$ cat src/rtl/div_pkg.sv
// Shared types and constants for the restoring integer divider.
// Holds the FSM state encoding and the iteration counter sizing.
package div_pkg;

    localparam int DIV_WIDTH = 32;

    typedef enum logic [1:0] {
        IDLE = 2'd0,
        BUSY = 2'd1,
        DONE = 2'd2
    } div_state_e;

    function automatic int cnt_width(input int w);
        return $clog2(w + 1);
    endfunction

endpackage

$ cat src/rtl/div_step.sv
// One restoring division iteration: shift in a dividend bit, trial
// subtract the divisor, keep the difference when it does not borrow.
import div_pkg::*;

module div_step #(
    parameter int WIDTH = DIV_WIDTH
) (
    input  logic [WIDTH:0]   r_in,
    input  logic             q_msb,
    input  logic [WIDTH-1:0] divisor,
    output logic [WIDTH:0]   r_out,
    output logic             q_bit
);

    logic [WIDTH+1:0] shifted;
    logic [WIDTH+1:0] diff;

    // Trial subtraction; the top bit of diff is the borrow.
    always_comb begin
        shifted = {r_in, q_msb};
        diff    = shifted - {2'b00, divisor};
        q_bit   = ~diff[WIDTH+1];
        r_out   = q_bit ? diff[WIDTH:0] : shifted[WIDTH:0];
    end

endmodule

$ cat src/rtl/restoring_integer_divider.sv
// Sequential radix-2 restoring divider, 2W/W -> W quotient and remainder.
// One quotient bit per cycle behind valid/ready handshakes.
import div_pkg::*;

module restoring_integer_divider #(
    parameter int WIDTH = DIV_WIDTH
) (
    input  logic               clk,
    input  logic               rst,
    input  logic               in_valid,
    output logic               in_ready,
    input  logic [2*WIDTH-1:0] dividend,
    input  logic [WIDTH-1:0]   divisor,
    output logic               out_valid,
    input  logic               out_ready,
    output logic [WIDTH-1:0]   quotient,
    output logic [WIDTH-1:0]   remainder,
    output logic               overflow
);

    localparam int CW = cnt_width(WIDTH);

    div_state_e       state_q, state_d;
    logic [WIDTH:0]   r_q, r_d;
    logic [WIDTH-1:0] q_q, q_d;
    logic [WIDTH-1:0] dvs_q, dvs_d;
    logic [CW-1:0]    cnt_q, cnt_d;
    logic             ovf_q, ovf_d;

    logic [WIDTH:0]   step_r;
    logic             step_q;
    logic [WIDTH-1:0] hi_word;
    logic [WIDTH-1:0] lo_word;

    assign hi_word = dividend[2*WIDTH-1:WIDTH];
    assign lo_word = dividend[WIDTH-1:0];

    div_step #(
        .WIDTH (WIDTH)
    ) u_step (
        .r_in    (r_q),
        .q_msb   (q_q[WIDTH-1]),
        .divisor (dvs_q),
        .r_out   (step_r),
        .q_bit   (step_q)
    );

    // State and datapath registers, cleared by synchronous reset.
    always_ff @(posedge clk) begin
        if (rst) begin
            state_q <= IDLE;
            r_q     <= '0;
            q_q     <= '0;
            dvs_q   <= '0;
            cnt_q   <= '0;
            ovf_q   <= 1'b0;
        end else begin
            state_q <= state_d;
            r_q     <= r_d;
            q_q     <= q_d;
            dvs_q   <= dvs_d;
            cnt_q   <= cnt_d;
            ovf_q   <= ovf_d;
        end
    end

    // Next-state: accept, iterate WIDTH times, hold result until taken.
    always_comb begin
        state_d = state_q;
        r_d     = r_q;
        q_d     = q_q;
        dvs_d   = dvs_q;
        cnt_d   = cnt_q;
        ovf_d   = ovf_q;
        unique case (state_q)
            IDLE: begin
                if (in_valid) begin
                    dvs_d = divisor;
                    if (hi_word >= divisor) begin
                        state_d = DONE;
                        ovf_d   = 1'b1;
                        q_d     = '1;
                        r_d     = '0;
                    end else begin
                        state_d = BUSY;
                        ovf_d   = 1'b0;
                        r_d     = {1'b0, hi_word};
                        q_d     = lo_word;
                        cnt_d   = '0;
                    end
                end
            end
            BUSY: begin
                r_d   = step_r;
                q_d   = {q_q[WIDTH-2:0], step_q};
                cnt_d = cnt_q + CW'(1);
                if (cnt_q == CW'(WIDTH - 1)) begin
                    state_d = DONE;
                end
            end
            DONE: begin
                if (out_ready) begin
                    state_d = IDLE;
                end
            end
            default: begin
                state_d = IDLE;
            end
        endcase
    end

    assign in_ready  = (state_q == IDLE);
    assign out_valid = (state_q == DONE);
    assign quotient  = q_q;
    assign remainder = r_q[WIDTH-1:0];
    assign overflow  = ovf_q;

endmodule

$ cat config.mk
export PLATFORM = sky130hd
export DESIGN_NAME = restoring_integer_divider
export DESIGN_NICKNAME = d
export VERILOG_FILES = /design/src/rtl/div_pkg.sv /design/src/rtl/div_step.sv /design/src/rtl/restoring_integer_divider.sv
export SDC_FILE = /design/constraint.sdc
export NUM_CORES = 1
export LEC_CHECK = 0
export ABC_AREA = 1
export BUFFER_PORTS_ARGS = -buffer_cell sky130_fd_sc_hd__buf_2
export CAP_MARGIN = 20
export CORE_AREA = 2 2 176 178
export CTS_CLUSTER_SIZE = 16
export DETAILED_ROUTE_END_ITERATION = 7
export DIE_AREA = 0 0 178 180
export MAX_ROUTING_LAYER = met4
export PLACE_DENSITY = 0.56
export SETUP_SLACK_MARGIN = 0.15
export SLEW_MARGIN = 5
export SYNTH_ARGS = -nofsm -noshare
export SYNTH_HDL_FRONTEND = slang
export SYNTH_SLANG_ARGS = --single-unit
export TNS_END_PERCENT = 1
$ cat constraint.sdc
create_clock -name clk -period 6.06 [get_ports clk]
set_clock_uncertainty 0.05 [all_clocks]
set_input_delay 1.515 -clock clk [delete_from_list [all_inputs] [get_ports clk]]
set_output_delay 1.515 -clock clk [all_outputs]
set_load 0.03 [all_outputs]
== Word-level counts from Yosys, hierarchy flattened ==
Index checks and enable logic that the tools add are counted.

* Add/subtract/negate cells: 2
* Multipliers: 0
* Divide/modulo/power cells: 0
* Order comparisons: 1
* Equality and inequality tests: 7
* Shifts and indexed selects: 0
* Muxes and demuxes: 16
* Bitwise logic cells: 1
* Reductions and logical operators: 6

{| class="wikitable"
|+ Operators by type and width
! operator !! count
|-
| 2-to-1 mux 32 bit || 3
|-
| 2-to-1 mux 33 bit || 2
|-
| case mux 33 bit (2 select lines) || 1
|-
| case mux 32 bit (2 select lines) || 1
|-
| subtractor 34 x 32 -> 34 bit || 1
|-
| greater-or-equal comparator 32 bit || 1
|-
| 2-to-1 mux 6 bit || 2
|-
| case mux 6 bit (2 select lines) || 1
|-
| 2-to-1 mux 2 bit || 4
|-
| adder 6 x 1 -> 6 bit (second input constant) || 1
|-
| == test 6 x 5 -> 1 bit (second input constant) || 1
|-
| inequality test 2 bit (second input constant) || 3
|-
| case mux 2 bit (3 select lines) || 1
|-
| AND reduction 3 bit || 2
|-
| AND reduction 2 bit || 2
|-
| == test 2 x 1 -> 1 bit (second input constant) || 1
|-
| == test 2 bit (second input constant) || 1
|-
| zero test 2 bit || 1
|-
| inequality test 2 x 1 -> 1 bit (second input constant) || 1
|-
| nonzero test 2 bit || 1
|-
| 2-to-1 mux 1 bit || 1
|-
| NOT 1 bit || 1
|}

* Flip-flop bits (word level): 106
* Latch bits: 0
* Memory bits (writable): 0
* Memory bits (read-only): 0
* Output and inout port bits: 67
* Logic and storage cells: 39
* Memories: 0

== Longest topological paths before layout ==
* Depth after elaboration: 4
* Gate-level depth with buffers: 19

== By module ==
From an unflattened synthesis, not the netlist that was laid out.

* Cells, all modules: 1528
* Area total of the unflattened synthesis: 9542.9 µm²

{| class="wikitable"
|+ By module, submodules not included
! module !! instances !! cells an instance !! area an instance (µm²) !! seq. area each (µm²)
|-
| restoring_integer_divider || 1 || 807 || 6098.3 || 2122.0
|-
| div_step || 1 || 721 || 3444.6 || 0.0
|}

== Worst setup path after synthesis ==
OpenSTA, ideal clock, no wires.

* Kind: input-to-reg
* Start: input divisor[31]
* End: register r_q[11]
* Setup time: 0.122 ns
* Arrival time: 2.978 ns
* Data required time: 5.888 ns
* Path slack: 2.910 ns
* Stages on the path: 12
* Buffers on the path: 1
* Path through: inv_1 -> ha_1 -> nand2_1 -> nor2_1 -> nand2_1 -> nor2_1 -> nand4_1 -> nand4_2 -> buf_2 -> nor2_1 -> nor2_1 -> a21oi_2

* Cells in the longest elaborated chain, start to end: 4

{| class="wikitable"
|+ Ends and longest elaborated chain
! item !! RTL line !! text
|-
| from (decl) || restoring_integer_divider.sv:13 || <nowiki>input logic [WIDTH-1:0] divisor,</nowiki>
|-
| greater-or-equal comparator 32 bit || restoring_integer_divider.sv:79 || <nowiki>if (hi_word >= divisor) begin</nowiki>
|-
| 2-to-1 mux 32 bit || restoring_integer_divider.sv:79 ||
|-
| 2-to-1 mux 33 bit || restoring_integer_divider.sv:77 || <nowiki>if (in_valid) begin</nowiki>
|-
| case mux 33 bit (2 select lines) || restoring_integer_divider.sv:75 || <nowiki>unique case (state_q)</nowiki>
|-
| to (signal assigned) || restoring_integer_divider.sv:59 || <nowiki>r_q <= r_d;</nowiki>
|-
| to (decl) || restoring_integer_divider.sv:24 || <nowiki>logic [WIDTH:0] r_q, r_d;</nowiki>
|}

Every way passes these cells. The select of a mux whose other input is x is not followed.
A chain may end at the register's enable or synchronous reset.

== Worst setup path in the final report ==
* Start: input dividend[45]
* End: register r_q[0]

* Cells in the longest elaborated chain, start to end: 4

{| class="wikitable"
|+ Ends and longest elaborated chain
! item !! RTL line !! text
|-
| from (decl) || restoring_integer_divider.sv:12 || <nowiki>input logic [2*WIDTH-1:0] dividend,</nowiki>
|-
| greater-or-equal comparator 32 bit || restoring_integer_divider.sv:79 ||
|-
| 2-to-1 mux 32 bit || restoring_integer_divider.sv:79 ||
|-
| 2-to-1 mux 33 bit || restoring_integer_divider.sv:77 ||
|-
| case mux 33 bit (2 select lines) || restoring_integer_divider.sv:75 ||
|}

Every way passes these cells. The select of a mux whose other input is x is not followed.

==> qor.txt <==
Worst-margin pin slew -> 0.963 ns
Post_cts resized -> 0
# hold bufs at CTS -> 0
Worst-path clk slew -> 0.09 ns
Die extent in x -> 178 µm
Cell Pwr Density -> 375 nW/µm²
Most frequent CP cell -> nand2_1
GRT overflow -> 0
CP Class -> in -> reg
Htree depth -> 3
CTS root buffer -> clkbuf_16
Syn avg cell area -> 6.33 µm²
Place WS -> 1.97 ns
Max_cap viols -> 0
Peak supply drop -> 0.000161 V
Worst setup SP type -> primary input
Worst-Skew Late Latency -> 0.38 ns
RSZ-0062 raised after global routing -> no
Post-route setup TNS -> 0 ns
Cts bufs inserted -> 9
Post-synth top flop -> dfxtp_1
Max clock buf depth -> 2
Final setup vio count -> 0
Share of cells above drive strength 1 -> 19.1%
Worst rel slew slack -> 35.6%
Layout Nets -> 1674
Crit path time final -> 3.67 ns
Status -> completed
Postcts setup bufs -> 0
CP max stage cell -> nand4_4
M1 WL -> 13200 µm
DP Wirelength -> 20900 µm
Area Overhead vs Synth -> 13.4%
Vias per cell -> 4.65
Port bufs -> 166
Critical Path RT -> 6.31 ns
Largest net degree at the start of global routing -> 96
DRC -> 0
Fmax -> 0.272 GHz
CP delay by family, top -> simple AND/OR/NAND/NOR gates
Distinct cells, synth -> 40
# fillers -> 3402
Die area -> 32000 µm²
Async SR Flop Fraction -> 0%
Die H -> 180 µm
Final WS setup -> 2.39 ns
Number of diodes -> 0
Met2 WL -> 12700 µm
Pre-antenna DRT Iters -> 4
Critical Path AT -> 3.92 ns
Row cnt -> 64
Utilization after layout -> 33.6%
Final Hold Vio Count -> 0
Syn Nets -> 1577
Post-Layout Cell Count -> 1909
Critical Path Fanout Max -> 34
Total track usage -> 17.6%
Placeable core area -> 30200 µm²
Dpl cells -> 1893
P_leak -> 5.40 nW
Max Slew Vio Count -> 0
Initial Utilization -> 29.6%
CTS sink cnt -> 106
Buf/Inv on CP -> 3
Vias post-DR -> 8870
Max Used Layer -> met4
Post-synthesis sequential area ratio -> 23.7%
Metal3 WL -> 1190 µm
Fin crit share -> 60.6%
Crit. End Element -> flop
Post-synth EDFFs -> 0
CTS tree -> built
Antenna viol nets, final -> 0
Avg WL per Cell -> 14.4 µm
Worst hold path class -> reg -> reg
Io pins -> 167
Post-Route WL -> 27400 µm
Synthesized area -> 8940 µm²
Initial antenna violation count -> 0
First-pass GRT wire length -> 44000 µm
Vias in the first global route -> 8584
Yosys warns -> 0
Post-Synthesis Cells -> 1411
Crit path cell chain -> buf_2 > ha_1 > nand2_1 > inv_1 > o21ai_0 > nand2_1 > nor2_1 > nand2_1 > nand2_1 > nand4_4 > buf_12 > nor2_1 > nor2_1 > a21oi_1
Seq cells post-synth -> 106
CP max stage delay -> 0.47 ns
Initial drt markers -> 405
Gpl congestion -> 0.900
sequential cells by signal, summed over array words and instances (netlist names):
| register | cells |
|---|---|
| r_q | 33 |
| quotient | 32 |
| cnt_q | 6 |
| state_q | 2 |
| dvs_q | 32 |
| overflow | 1 |
metal layers:
layer,vias up,GRT usage [%]
li1,4647,-
met1,4049,22.7
met2,159,29.1
met3,15,3.00
met4,0,2.79
met5,-,-
where the power goes:
group          switching, mW  internal, mW  leakage, nW
clock network          0.348         0.300        0.153
logic                   1.54         0.704         4.37
registers             0.0929         0.812        0.879
cells in the final DEF, fill, tap and decap left out, types with 4 or more instances in the layout:
cell         n
nor3_1       6
nand3_1     75
nand3_2     33
inv_8        4
o22ai_1     31
o21ai_0    106
nand2_1    276
nand2_2      5
dfxtp_1    106
xor2_1      12
a21oi_2     21
clkbuf_16    9
a21oi_1    120
nand4_1     12
inv_1      258
nand3b_1     6
xnor2_1      4
buf_2      166
ha_1        65
inv_2       17
buf_4        6
o21bai_1     5
nand2_4     14
nor2_1     126
path summary, 6_finish.rpt:
path                                   start       end  slack (ns)  cells past startpoint
worst max register to register     dvs_q[21]   r_q[26]        2.72                     15
worst min-delay path                cnt_q[1]  cnt_q[1]        0.45                      2
worst max-delay path            dividend[45]    r_q[0]        2.39                     14
worst min register to register      cnt_q[1]  cnt_q[1]        0.45                      2
per-stage QoR:
stage          hold slack [ns]  area (µm²)  power [mW]
2_1_floorplan            0.404        8940        2.71
3_3_place_gp             0.429        9800        3.16
3_5_place_dp             0.442        9820        3.18
4_1_cts                  0.453       10100        3.84
5_1_grt                  0.471       10100        4.15
6_report                 0.453       10100        3.80
cells by family after synthesis:
| kind of cell | Yosys count | synth area share [%] |
|---|---|---|
| AOI/OAI and AO/OA | 296 | 18.5 |
| adders and majority gates | 66 | 9.33 |
| buffers and inverters | 363 | 17.6 |
| xor gates and xnor gates | 16 | 1.57 |
| DFF | 106 | 23.7 |
| and+or+nand+nor | 564 | 29.3 |
final cells by class:
cell class	count	area, µm²	area share [%]
Inverter	276	1040	10.2
Timing Repair Buffer	173	896	8.84
Sequential cell	106	2120	20.9
Clock inverter	7	86.3	0.852
Clock buffer	9	225	2.22
Tap cell	396	495	4.89
Multi-Input combinational cell	942	5270	52.0
cell usage after synthesis (all sizes together) (2+ instances only):
master	number	area (µm²)
nand4	13	87.6
inv	275	1030
and2	2	12.5
nor2	131	499
nand2	295	1220
o21a	3	22.5
ha	65	813
a21o	2	15.0
xor2	12	105
nand3	108	706
dfxtp	106	2120
nand3b	6	45.0
o211ai	2	15.0
nor3	6	30.0
a21oi	142	801
o21bai	5	37.5
o21ai	109	549
buf	52	403
xnor2	4	35.0
or2	2	12.5
clkbuf	35	131
o22ai	31	194
worst min-delay path: stages, from the launching register on:
cell,delay (ns)
dfxtp_1,0.33
nand3_1,0.08
a21oi_1,0.05
No activity file was read; power rests on OpenSTA's default activity.
